**src/rtl/vote_pkg.sv**
```systemverilog
// Shared session/grant state encodings and ballot helpers for the vote booth scheduler.
package vote_pkg;

    localparam int unsigned NUM_CANDS_DEF = 4;
    localparam int unsigned MAX_CANDS     = 32;

    typedef enum logic [1:0] {
        SESS_IDLE   = 2'b00,
        SESS_OPEN   = 2'b01,
        SESS_CLOSED = 2'b10
    } sess_e;

    typedef enum logic [1:0] {
        GNT_ARB   = 2'b00,
        GNT_ISSUE = 2'b01,
        GNT_RESP  = 2'b10
    } gnt_e;

    function automatic logic is_onehot(input logic [MAX_CANDS-1:0] v);
        return (v != '0) && ((v & (v - 1'b1)) == '0);
    endfunction

endpackage

```
**src/rtl/vote_rr_arbiter.sv**
```systemverilog
// Combinational round-robin picker: first asserted request at or after ptr_i, wrapping.
module vote_rr_arbiter #(
    parameter int unsigned N  = 4,
    parameter int unsigned PW = $clog2(N)
) (
    input  logic [N-1:0]  req_i,
    input  logic [PW-1:0] ptr_i,
    output logic [PW-1:0] gnt_idx_o,
    output logic          gnt_vld_o
);

    logic [PW-1:0] idx;

    always_comb begin
        gnt_idx_o = '0;
        gnt_vld_o = 1'b0;
        idx       = '0;
        for (int unsigned k = 0; k < N; k++) begin
            idx = PW'((32'(ptr_i) + k) % N);
            if (!gnt_vld_o && req_i[idx]) begin
                gnt_vld_o = 1'b1;
                gnt_idx_o = idx;
            end
        end
    end

endmodule

```
**src/rtl/vote_booth_scheduler.sv**
```systemverilog
// Session controller and round-robin booth arbiter in front of the vote tally.
// Define AUTO_CLOSE_EN to close the session automatically once every booth has voted.
module vote_booth_scheduler
    import vote_pkg::*;
#(
    parameter int unsigned NUM_BOOTHS     = 4,
    parameter int unsigned NUM_CANDS      = NUM_CANDS_DEF,
    parameter int unsigned TIMEOUT_CYCLES = 255
) (
    input  logic                            clk,
    input  logic                            rst_n,
    input  logic                            open_req,
    input  logic                            close_req,
    input  logic [NUM_BOOTHS-1:0]           booth_req,
    input  logic [NUM_BOOTHS*NUM_CANDS-1:0] booth_cand,
    output logic [NUM_BOOTHS-1:0]           booth_ack,
    output logic [NUM_BOOTHS-1:0]           booth_nak,
    output logic                            tally_valid,
    output logic [NUM_CANDS-1:0]            tally_cand,
    input  logic                            tally_ready,
    output logic [1:0]                      session_state,
    output logic [3:0]                      votes_cast,
    output logic [NUM_BOOTHS-1:0]           voted_mask,
    output logic                            timeout_err
);

    localparam int unsigned PW = $clog2(NUM_BOOTHS);

    sess_e                 sess_q, sess_d;
    gnt_e                  gst_q, gst_d;
    logic [PW-1:0]         rr_q, rr_d, cur_q, cur_d;
    logic [7:0]            tmo_q, tmo_d;
    logic                  close_pend_q, close_pend_d;
    logic                  valid_q, valid_d;
    logic [NUM_CANDS-1:0]  cand_q, cand_d;
    logic [NUM_BOOTHS-1:0] ack_q, ack_d, nak_q, nak_d, voted_q, voted_d;
    logic [3:0]            votes_q, votes_d;
    logic                  terr_q, terr_d;

    logic [NUM_BOOTHS-1:0] req_eff;
    logic [PW-1:0]         rr_idx, low_idx;
    logic                  rr_vld, low_vld;
    logic [NUM_CANDS-1:0]  win_cand;
    logic                  win_ok, auto_close, close_now;

    // A booth still shows req during its own ack/nak cycle; don't serve it twice.
    assign req_eff = booth_req & ~(ack_q | nak_q);

    vote_rr_arbiter #(.N(NUM_BOOTHS), .PW(PW)) u_rr (
        .req_i    (req_eff),
        .ptr_i    (rr_q),
        .gnt_idx_o(rr_idx),
        .gnt_vld_o(rr_vld)
    );

    vote_rr_arbiter #(.N(NUM_BOOTHS), .PW(PW)) u_low (
        .req_i    (req_eff),
        .ptr_i    ('0),
        .gnt_idx_o(low_idx),
        .gnt_vld_o(low_vld)
    );

    assign win_cand = booth_cand[rr_idx*NUM_CANDS +: NUM_CANDS];
    assign win_ok   = is_onehot(MAX_CANDS'(win_cand)) && !voted_q[rr_idx];

`ifdef AUTO_CLOSE_EN
    assign auto_close = &voted_q;
`else
    assign auto_close = 1'b0;
`endif

    assign close_now = close_req | close_pend_q | auto_close;

    always_comb begin
        sess_d       = sess_q;
        gst_d        = gst_q;
        rr_d         = rr_q;
        cur_d        = cur_q;
        tmo_d        = tmo_q;
        close_pend_d = close_pend_q;
        valid_d      = valid_q;
        cand_d       = cand_q;
        ack_d        = '0;
        nak_d        = '0;
        voted_d      = voted_q;
        votes_d      = votes_q;
        terr_d       = terr_q;

        case (gst_q)
            GNT_ARB: begin
                if (sess_q == SESS_OPEN) begin
                    if (!close_now && rr_vld) begin
                        rr_d = (32'(rr_idx) == NUM_BOOTHS - 1) ? '0 : rr_idx + 1'b1;
                        if (win_ok) begin
                            cand_d  = win_cand;
                            valid_d = 1'b1;
                            cur_d   = rr_idx;
                            tmo_d   = '0;
                            gst_d   = GNT_ISSUE;
                        end else begin
                            nak_d[rr_idx] = 1'b1;
                        end
                    end
                end else if (low_vld) begin
                    nak_d[low_idx] = 1'b1;
                end
            end
            GNT_ISSUE: begin
                if (close_req) close_pend_d = 1'b1;
                if (tally_ready) begin
                    valid_d        = 1'b0;
                    ack_d[cur_q]   = 1'b1;
                    voted_d[cur_q] = 1'b1;
                    votes_d        = (votes_q == 4'hF) ? 4'hF : votes_q + 4'd1;
                    gst_d          = GNT_RESP;
                end else if (tmo_q == 8'(TIMEOUT_CYCLES - 1)) begin
                    valid_d      = 1'b0;
                    nak_d[cur_q] = 1'b1;
                    terr_d       = 1'b1;
                    gst_d        = GNT_RESP;
                end else begin
                    tmo_d = tmo_q + 8'd1;
                end
            end
            default: gst_d = GNT_ARB;
        endcase

        case (sess_q)
            SESS_IDLE: begin
                if (open_req) begin
                    sess_d       = SESS_OPEN;
                    voted_d      = '0;
                    votes_d      = '0;
                    terr_d       = 1'b0;
                    close_pend_d = 1'b0;
                end
            end
            SESS_OPEN: begin
                // Closing waits for any in-flight ballot to resolve.
                if (close_now && gst_q != GNT_ISSUE) begin
                    sess_d       = SESS_CLOSED;
                    close_pend_d = 1'b0;
                end
            end
            SESS_CLOSED: begin
                if (!open_req && !close_req) sess_d = SESS_IDLE;
            end
            default: sess_d = SESS_IDLE;
        endcase
    end

    always_ff @(posedge clk or negedge rst_n) begin
        if (!rst_n) begin
            sess_q       <= SESS_IDLE;
            gst_q        <= GNT_ARB;
            rr_q         <= '0;
            cur_q        <= '0;
            tmo_q        <= '0;
            close_pend_q <= 1'b0;
            valid_q      <= 1'b0;
            cand_q       <= '0;
            ack_q        <= '0;
            nak_q        <= '0;
            voted_q      <= '0;
            votes_q      <= '0;
            terr_q       <= 1'b0;
        end else begin
            sess_q       <= sess_d;
            gst_q        <= gst_d;
            rr_q         <= rr_d;
            cur_q        <= cur_d;
            tmo_q        <= tmo_d;
            close_pend_q <= close_pend_d;
            valid_q      <= valid_d;
            cand_q       <= cand_d;
            ack_q        <= ack_d;
            nak_q        <= nak_d;
            voted_q      <= voted_d;
            votes_q      <= votes_d;
            terr_q       <= terr_d;
        end
    end

    assign booth_ack     = ack_q;
    assign booth_nak     = nak_q;
    assign tally_valid   = valid_q;
    assign tally_cand    = cand_q;
    assign session_state = sess_q;
    assign votes_cast    = votes_q;
    assign voted_mask    = voted_q;
    assign timeout_err   = terr_q;

endmodule
```
**config.mk**
```make
export PLATFORM = sky130hd
export DESIGN_NAME = vote_booth_scheduler
export DESIGN_NICKNAME = d
export VERILOG_FILES = /design/src/rtl/vote_pkg.sv /design/src/rtl/vote_rr_arbiter.sv /design/src/rtl/vote_booth_scheduler.sv
export SDC_FILE = /design/constraint.sdc
export NUM_CORES = 1
export LEC_CHECK = 0
export BUFFER_PORTS_ARGS = -buffer_cell sky130_fd_sc_hd__buf_4
export CORE_AREA = 2 2 102 74
export CTS_CLUSTER_DIAMETER = 100
export DETAILED_ROUTE_END_ITERATION = 10
export DIE_AREA = 0 0 104 76
export PLACE_DENSITY = 0.61
export RECOVER_POWER = 25
export SLEW_MARGIN = 10
export SYNTH_ARGS = -nofsm -noshare
export SYNTH_HDL_FRONTEND = slang
export SYNTH_SLANG_ARGS = --single-unit
```
**constraint.sdc**
```tcl
create_clock -name clk -period 9.3 [get_ports clk]
set_clock_uncertainty 0.15 [all_clocks]
set_input_delay 0.93 -clock clk [delete_from_list [all_inputs] [get_ports clk]]
set_output_delay 0.93 -clock clk [all_outputs]
set_load 0.01 [all_outputs]
```
Word-level counts from Yosys, hierarchy flattened
Index checks and enable logic that the tools add are counted.

$add $sub $neg: 7. Magnitude comparators: 10. Equality and inequality tests: 16. Shift-type cells: 1. Mux-type cells: 82. Bitwise logic cells: 6. Reductions and logical operators: 35.

Operator list (count): two-way mux 4 bit (17); two-way mux 8 bit (5); AND 4 x 32 -> 32 bit (1); logical NOT 32 bit (1); two-way mux 1 bit (31); two-way mux 2 bit (15); < comparator 2 x 3 -> 1 bit (second input constant) (7); case mux 8 bit (2 select lines) (1); indexed part select 16 x 5 -> 4 bit (1); logical AND 1 bit (14); != test 2 bit (second input constant) (7); binary-select mux 1 bit (select 2 bit) (5); logical NOT 1 bit (10); adder 8 x 1 -> 8 bit (second input constant) (1); equality test 8 bit (second input constant) (1); OR 4 bit (2); case mux 4 bit (2 select lines) (1); AND reduction 4 bit (2); demux 1 bit (select 2 bit) (3); greater-or-equal comparator 2 x 1 -> 1 bit (second input constant) (3); case mux 2 bit (3 select lines) (1); AND reduction 3 bit (2); AND reduction 6 bit (1); AND reduction 5 bit (1); 17 further kinds (24).

Flip-flop bits (word level): 39. Input bits: 25. Output and inout bits: 24. Logic and storage cells: 170.

Logic depth before layout (Yosys ltp)
Gate-level depths: netlist of the first run.

Depth after elaboration: 25. Gate-level depth with buffers: 11. Depth with buffers taken out: 9.

Hierarchy
From an unflattened synthesis of the first run, not the netlist that was laid out.

Cells, all modules: 224. Area total of the unflattened synthesis: 2145.8 um2.

By module, submodules not included: vote_booth_scheduler (instances 1, cells each 194, area each 1990.7 um2, seq. area each 975.9 um2); vote_rr_arbiter (instances 2, cells each 15, area each 77.6 um2, seq. area each 0.0 um2).

Least setup slack after synthesis of the first run
No wires, ideal clock.

Kind: input port to flip-flop. From: input booth_req[2]. To: register cur_q[1]. Arrival: 3.844 ns. Slack: 5.181 ns. Cell stages on the path: 10. Buffers on the path: 1. Cell sequence: nor3b_1 > mux2i_1 > o221ai_2 > mux4_1 > or4b_1 > o311ai_2 > nand2_2 > nor2_4 > buf_6 > mux2_2.

Cells in the longest elaborated chain, start to end: 20. Elaborated cells on any way between the ends: 35. Those cells by class: 1 x add/sub; 1 x shift; 18 x mux; 2 x bitwise; 13 x reduce/logical.

Ends and longest elaborated chain: from (decl) (line vote_booth_scheduler.sv:14) `input logic [NUM_BOOTHS-1:0] booth_req,`; AND 4 bit (*) (line vote_booth_scheduler.sv:47) `assign req_eff = booth_req & ~(ack_q | nak_q);`; binary-select mux 1 bit (select 2 bit) (line vote_rr_arbiter.sv:20) `if (!gnt_vld_o && req_i[idx]) begin`; two-way mux 1 bit (not written as such) (line vote_rr_arbiter.sv:20); two-way mux 1 bit (line vote_rr_arbiter.sv:20); logical NOT 1 bit (line vote_rr_arbiter.sv:20); logical AND 1 bit (line vote_rr_arbiter.sv:20); two-way mux 1 bit (line vote_rr_arbiter.sv:20); logical NOT 1 bit (line vote_rr_arbiter.sv:20); [4 not listed]; two-way mux 2 bit (line vote_rr_arbiter.sv:20); indexed part select 16 x 5 -> 4 bit (line vote_booth_scheduler.sv:63) `assign win_cand = booth_cand[rr_idx*NUM_CANDS +: NUM_CANDS];`; subtractor 4 x 1 -> 5 bit (line vote_pkg.sv:20) `return (v != '0) && ((v & (v - 1'b1)) == '0);`; AND 4 x 32 -> 32 bit (line vote_pkg.sv:20); logical NOT 32 bit (line vote_pkg.sv:20); logical AND 1 bit (line vote_pkg.sv:20); logical AND 1 bit (line vote_booth_scheduler.sv:64) `assign win_ok = is_onehot(MAX_CANDS'(win_cand)) && !voted_q[rr_idx];`; AND reduction 4 bit (no line); to (signal assigned) (line vote_booth_scheduler.sv:171) `cur_q <= cur_d;`; to (decl) (line vote_booth_scheduler.sv:31) `logic [PW-1:0] rr_q, rr_d, cur_q, cur_d;`.

Every way passes the cells marked *; elsewhere a longest branch is shown, timed or not. The select of a mux whose other input is x is not followed. A chain may end at the register's enable or synchronous reset.

Final worst setup path of the first run
From: input booth_req[2]. To: register cand_q[1] (netlist: tally_cand[1]).

Cells in the longest elaborated chain, start to end: 20. Elaborated cells on any way between the ends: 35. Those cells by class: 1 x add/sub; 1 x shift; 18 x mux; 2 x bitwise; 13 x reduce/logical.

Ends and longest elaborated chain: AND 4 bit (*) (line vote_booth_scheduler.sv:47); binary-select mux 1 bit (select 2 bit) (line vote_rr_arbiter.sv:20); two-way mux 1 bit (not written as such) (line vote_rr_arbiter.sv:20); two-way mux 1 bit (line vote_rr_arbiter.sv:20); logical NOT 1 bit (line vote_rr_arbiter.sv:20); logical AND 1 bit (line vote_rr_arbiter.sv:20); two-way mux 1 bit (line vote_rr_arbiter.sv:20); logical NOT 1 bit (line vote_rr_arbiter.sv:20); [4 not listed]; two-way mux 2 bit (line vote_rr_arbiter.sv:20); indexed part select 16 x 5 -> 4 bit (line vote_booth_scheduler.sv:63); subtractor 4 x 1 -> 5 bit (line vote_pkg.sv:20); AND 4 x 32 -> 32 bit (line vote_pkg.sv:20); logical NOT 32 bit (line vote_pkg.sv:20); logical AND 1 bit (line vote_pkg.sv:20); logical AND 1 bit (line vote_booth_scheduler.sv:64); AND reduction 4 bit (no line); to (signal assigned) (line vote_booth_scheduler.sv:175) `cand_q <= cand_d;`; to (decl) (line vote_booth_scheduler.sv:35) `logic [NUM_CANDS-1:0] cand_q, cand_d;`.

Marks and branches as above.

==> out/results.ini, run 1 <==
[floorplanning]
die_y_um=76
rows=26
core_area_um2=7030
die-width_um=104
io_pins=49
initial_core_util_pct=30.6
die_area_um2=7900

[yosys]
avgSynthCellArea_um2=10.3
netlist_area_um2=2150
synthFlopType=dfrtp_1
yosys_warnings=0
async_flop_share_pct=100
synth-seq-cells=39
synth.distinct_cells=52
synth_edf_count=0
syn-num-nets=240
synthCells=208
yosysSeqAreaShare_pct=45.3

[place]
post_dp_cell_area_um2=2610
gp_congestion=0.800
port_buffers=48
dp_cells=349
dp_hpwl_mm=3.71

[power_and_ir_drop]
p_comb_share_pct=47.9
p_sw_w=0.000302
p_total_w=0.000745
p_per_area_nw_per_um2=277
ir_worst_vdd_mv=0.0833
clockPowerShare_pct=15.6
p_leak_nw=1.26
p_int_w=0.000443
p_seq_share_pct=36.6
p_sw_share_pct=40.6

[routing]
drt-initial-drc-count=51
num_vias=1752
wire_per_inst_um=13.9
drc=0
antenna_left=0
drt_pre_antenna_iters=4
routed_wl_mm=4.94
via_per_inst=4.92

[setup_path]
critical-path-max-stage-delay_ns=0.71
rr_endpoint=tally_cand[1]
critPathRequiredTime_ns=9.34
cp-endpoint=tally_cand[1]
critPathSlowestCell=mux4_1
cp_data_arrival_time_ns=4.36
crit_family=simple AND/OR/NAND/NOR gates
worst-path-buf-inv=1
regToRegSetupSlack_ns=5.27
crit_chain=buf_4 > nor3b_1 > mux2i_1 > o221ai_2 > mux4_1 > or4b_1 > o311ai_2 > nand2_2 > nor2_4 > mux2_2
cp.depth=10
reg2regPathDepth=9
startpoint=booth_req[2]
cp_max_fo=13
worstSetupEndpointType=flip-flop
critPathKind=in -> reg
cp-start-kind=input port
timing.rr.start=booth_ack[2]

[timing]
tightest_slew_ns=2.11
hold_violations=0
period_share_pct=46.5
finalSetupTns_ns=0
rsz0062_at_grt=no
slew_headroom_pct=-40.6
period_needed_ns=4.32
fmax_mhz=231
setup_violations=0
slew_violations=40

[cts]
cts_sinks=39
h-tree-depth=2
cts_max_path_buffers=2
clk_latency_ns=0.30
cts_resized=0
post_cts_buffers=0
cts_made_buffers=5
clockRootBuffer=clkbuf_8
tritoncts=done
path_clk_slew_ns=0.08
cts_hold_buf=0

[global_routing]
grt_usage_pct=13.1
grt_pass1_vias=1636
gr-total-overflow=0
grt_first_pass_wirelength_mm=8.42
antenna_found_initial=0
grt_max_degree=40

[layout]
final_common_cell=buf_4
n_antenna_cell=0
instances_no_fill=356
layout_common_cells=buf_4 (48), dfrtp_1 (39), nand2_1 (18), nor2_1 (18), a21oi_1 (12)
stdcell_area_um2=2690
fin_nets=290
area_growth_pct=25.2
drive_gt1_share_pct=27.9

[hold_path]
min_from=timeout_err
holdCritPathClass=reg -> reg

[run_status]
violations=max-capacitance violations, max-slew violations
outcome=finished with violations

[flow_run]
cap_violations=1

[cells by family after synthesis]
| kind of cell | share of synthesized area (%) |
|---|---|
| adders and majority gates | 4.07 |
| and+or+nand+nor | 21.9 |
| muxes | 10.5 |
| DFF | 45.3 |
| xor gates and xnor gates | 0.407 |
| buffers and inverters | 3.26 |
| AOI/OAI and AO/OA | 14.6 |
[worst register-to-register path, delay by kind of cell (launching register included)]
| kind | cells | cell delay [ns] |
|---|---|---|
| compound gates | 2 | 0.63 |
| simple gates | 4 | 1.50 |
| mux | 3 | 1.26 |
| flops | 1 | 0.41 |
[layer usage]
layer / global-route usage, % / up-vias / share of wire [%]
met5: 0 / - / 0
met4: 3.65 / 0 / 0.89
met3: 3.93 / 5 / 5.6
met2: 18.4 / 43 / 42
met1: 19.5 / 835 / 52
li1: - / 869 / -
[power by group through the flow]
stage	sequential [W]	clock [W]	combinational (W)
2_1_floorplan	0.000279	0	0.000235
3_3_place_gp	0.000275	0	0.000351
3_5_place_dp	0.000275	0	0.000358
4_1_cts	0.000273	0.000120	0.000360
5_1_grt	0.000282	0.000128	0.000401
6_report	0.000272	0.000116	0.000357
[worst min path at each step]
| stage | to | cells past startpoint | slack, ns |
|---|---|---|---|
| 6_report | timeout_err | 2 | 0.37 |
| 5_1_grt | tally_cand[2] | 1 | 0.40 |
| 4_1_cts | tally_cand[2] | 1 | 0.38 |
| 3_5_place_dp | tally_cand[0] | 1 | 0.35 |
| 3_3_place_gp | timeout_err | 2 | 0.36 |
| 2_1_floorplan | session_state[1] | 2 | 0.34 |
[synth_stat cells, types with 2 or more instances]
master	n	area [um2]
inv_1	10	37.5
clkbuf_1	3	11.3
nor3_1	5	25.0
or4_1	2	15.0
o221ai_1	2	17.5
a31oi_1	2	12.5
mux2i_1	3	30.0
nand4_1	2	12.5
nor2b_1	2	12.5
nand3_1	11	55.1
dfrtp_1	39	976
mux4_1	4	105
o31ai_1	4	30.0
a21oi_1	12	60.1
ha_1	7	87.6
or4b_1	2	20.0
mux2_2	7	78.8
or3_1	4	25.0
nor3b_1	3	22.5
nor3b_2	2	25.0
nor2_1	18	67.6
nand2b_1	4	25.0
nand2_1	18	67.6
buf_2	2	10.0
o21ai_0	9	45.0
a211oi_1	2	15.0
a21o_1	2	15.0
and3_1	3	18.8
[registers in the layout, summed over array words and instances (netlist names)]
signal / count
cur_q: 2
close_pend_q: 1
votes_cast: 4
voted_mask: 4
booth_nak: 4
tmo_q: 8
booth_ack: 4
tally_valid: 1
rr_q: 2
tally_cand: 4
timeout_err: 1
gst_q: 2
session_state: 2
[final cells by class]
cell class	count	area, um2
clock buffers	6	82.6
clock inverters	1	5.00
fillers	740	4330
inverters	10	37.5
multi-input cells	153	1110
flip-flops and latches	39	976
well taps	98	123
repair buffers	49	364
[metrics by stage]
stage          setup WS (ns)  util (%)  hold WS (ns)
6_report                4.98      38.3         0.373
3_3_place_gp            4.79      37.1         0.357
5_1_grt                 4.70      38.3         0.397
2_1_floorplan           5.18         -         0.336
3_5_place_dp            4.63      37.1         0.354
4_1_cts                 4.95      38.4         0.380
(Power assumes the default switching activity.)
==> inputs of run 2 (changes only) <==
- ABC_AREA: unset -> 1
- CORE_AREA: 2 2 102 74 -> 2 2 112 81
- DIE_AREA: 0 0 104 76 -> 0 0 114 83
- PLACE_DENSITY: 0.61 -> 0.6
- clock period: 9.3 -> 4.3 ns (I/O delays scaled with it)
==> run 2 against run 1 <==
  * The flow still finishes with violations (max-capacitance violations, max-slew violations)
  * Critical path depth increased by 7
  * Sequential cell count unchanged
  * Clock-buffer cell count increased by 1
  * Sequential power increased by 92%
  * Cell count increased by 42%
  * Total power increased to 3.3 times the previous value
  * Area after synthesis increased by 22%
  * Synthesized cell count increased by 68%
  * Combinational power increased to 4.5 times the previous value
  * Routed wire length increased by 26%
  * Global-route usage increased by 0.67 points
  * Sequential share of layout area decreased by 5.5 points
==> out/results.ini, run 2 <==
[yosys]
avgSynthCellArea_um2=7.48
synth_area_leaders=dfrtp_1 (37%), nand2_1 (14%), nand3_1 (10%)
synth-compound-area-share_pct=5.16
syn-num-nets=382
yosysMostFrequentCell=nand2_1
async_flop_share_pct=100
synth_xor_area_share_pct=2.01
synthSimpleGateAreaFrac_pct=44.1
synth.distinct_cells=32
synth_top_family_by_area=simple AND/OR/NAND/NOR gates
synthMuxAreaShare_pct=0
yosys_warnings=0
synthCells=350
synthTopCellsByCount=nand2_1 (97), nand3_1 (53), dfrtp_1 (39), nor2_1 (35), inv_1 (32)
yosysTopAreaCell=dfrtp_1
netlist_area_um2=2620
netlist.area_leader.share_pct=37.3
synth_edf_count=0
synthAdderAreaFrac_pct=3.35
synthFlopType=dfrtp_1
synth-seq-cells=39
yosysSeqAreaShare_pct=37.3

[cts]
cts_resized=0
cts_sinks=39
clockRootBuffer=clkbuf_16
clk_latency_ns=0.28
tritoncts=done
cts_made_buffers=5
h-tree-depth=2
cts_max_path_buffers=2
path_clk_slew_ns=0.05

[global_routing]
grt_max_degree=40
grt_first_pass_wirelength_mm=10.8
antenna_found_initial=0
grt_pass1_vias=2257
gr-total-overflow=0
grt_usage_pct=13.8

[timing]
tightest_slew_ns=2.04
setup_violations=0
fmax_mhz=324
holdWs_ns=0.261
period_share_pct=71.7
rsz0062_at_grt=no
finalSetupTns_ns=0
slew_headroom_pct=-35.8
hold_violations=0
slew_violations=40
period_needed_ns=3.08

[layout]
instances_no_fill=504
top_register=tmo_q
fillers=847
largest_register_ffs=8
stdcell_area_um2=3180
fin_nets=430
n_antenna_cell=0
area_growth_pct=21.4
drive_gt1_share_pct=21.3
layout_common_cells=nand2_1 (97), nand3_1 (53), buf_4 (47), dfrtp_1 (39), nor2_1 (35)
final_common_cell=nand2_1

[routing]
drt_pre_antenna_iters=4
routed_wl_mm=6.24
antenna_left=0
wire_per_inst_um=12.4
num_vias=2415
drt-initial-drc-count=188
via_per_inst=4.79
drc=0

[power_and_ir_drop]
ir_worst_vdd_mv=0.318
p_per_area_nw_per_um2=785
p_leak_nw=1.66

[setup_path]
critPathKind=reg -> reg
cp_max_fo=18
critPathRequiredTime_ns=4.36
cp-start-kind=flip-flop
cp_data_arrival_time_ns=3.14
worstSetupEndpointType=flip-flop

[place]
port_buffers=48
dp_hpwl_mm=4.88
post_dp_cell_area_um2=3030
gp_congestion=0.859
dp_cells=495

[floorplanning]
die_area_um2=9460
core_area_um2=8340
initial_core_util_pct=31.4
die-width_um=114
io_pins=49
die_y_um=83
rows=28

[run_status]
violations=max-capacitance violations, max-slew violations
outcome=finished with violations

[flow_run]
cap_violations=1

[hold_path]
holdCritPathClass=in -> reg

==> run 2: cells by family after synthesis <==
group	Yosys count
DFF	39
xor gates and xnor gates	6
buffers and inverters	43
AOI/OAI and AO/OA	20
adders and majority gates	7
and+or+nand+nor	235
==> run 2: cell type report <==
type	instances	area, um2	share of cell area, %
clock buffer	7	133	4.17
timing repair buffer	49	367	11.5
inverter	35	135	4.25
clock inverter	1	5.00	0.158
multi-input combinational	268	1430	45.0
sequential	39	976	30.7
tap	105	131	4.14
==> run 2: critical path, cell delays in order (launching register included) <==
cell     delay [ns]
dfrtp_1        0.38
nor2_1         0.27
nand2_1        0.15
nand2_1        0.11
inv_1          0.06
nand3_1        0.40
nand3_4        0.33
nand2_1        0.18
nand3_1        0.08
nand2_1        0.12
nand2_1        0.07
nand2_2        0.08
nand2_4        0.07
nor2_8         0.14
nand2_4        0.15
nand2_4        0.15
nand2_1        0.07
nand2_1        0.06
==> run 2: layer usage <==
layer	wire (um)	global-route usage [%]	share of wire, %
met1	3310	21.3	53
met2	2640	20.0	42
met3	254	2.92	4.1
met4	30	2.00	0.48
met5	0	0	0
==> run 2: final timing paths <==
check                              from          endpoint  slack [ns]  cells after the start
setup reg to reg           booth_nak[0]          tmo_q[2]        1.22                     17
hold reg to reg                cur_q[0]      booth_ack[2]        0.39                      1
hold / removal                close_req  session_state[1]        0.26                      3
setup / recovery           booth_nak[0]          tmo_q[2]        1.22                     17
max in group asynchronous         rst_n           rr_q[1]        1.71                      2
min in group asynchronous         rst_n     tally_cand[0]        1.12                      2
==> run 2: stage by stage <==
step           power, W  setup slack, ns  utilization [%]
5_1_grt         0.00275            0.833             38.1
3_5_place_dp    0.00215             1.23             36.4
2_1_floorplan   0.00190             1.77                -
4_1_cts         0.00251             1.20             38.1
3_3_place_gp    0.00215             1.23             36.4
6_report        0.00249             1.22             38.1
==> run 2: power by group <==
part / internal, W / leakage (nW) / switching (W) / total [W]
combinational: 0.000550 / 1.09 / 0.00107 / 0.00162
clock: 0.000214 / 0.0679 / 0.000134 / 0.000348
sequential: 0.000447 / 0.509 / 0.0000752 / 0.000522
==> run 2: repair_timing <==
action,CTS,global route
buffers inserted,0,0
endpoints found under the hold margin,39,0
hold buffers,1,0
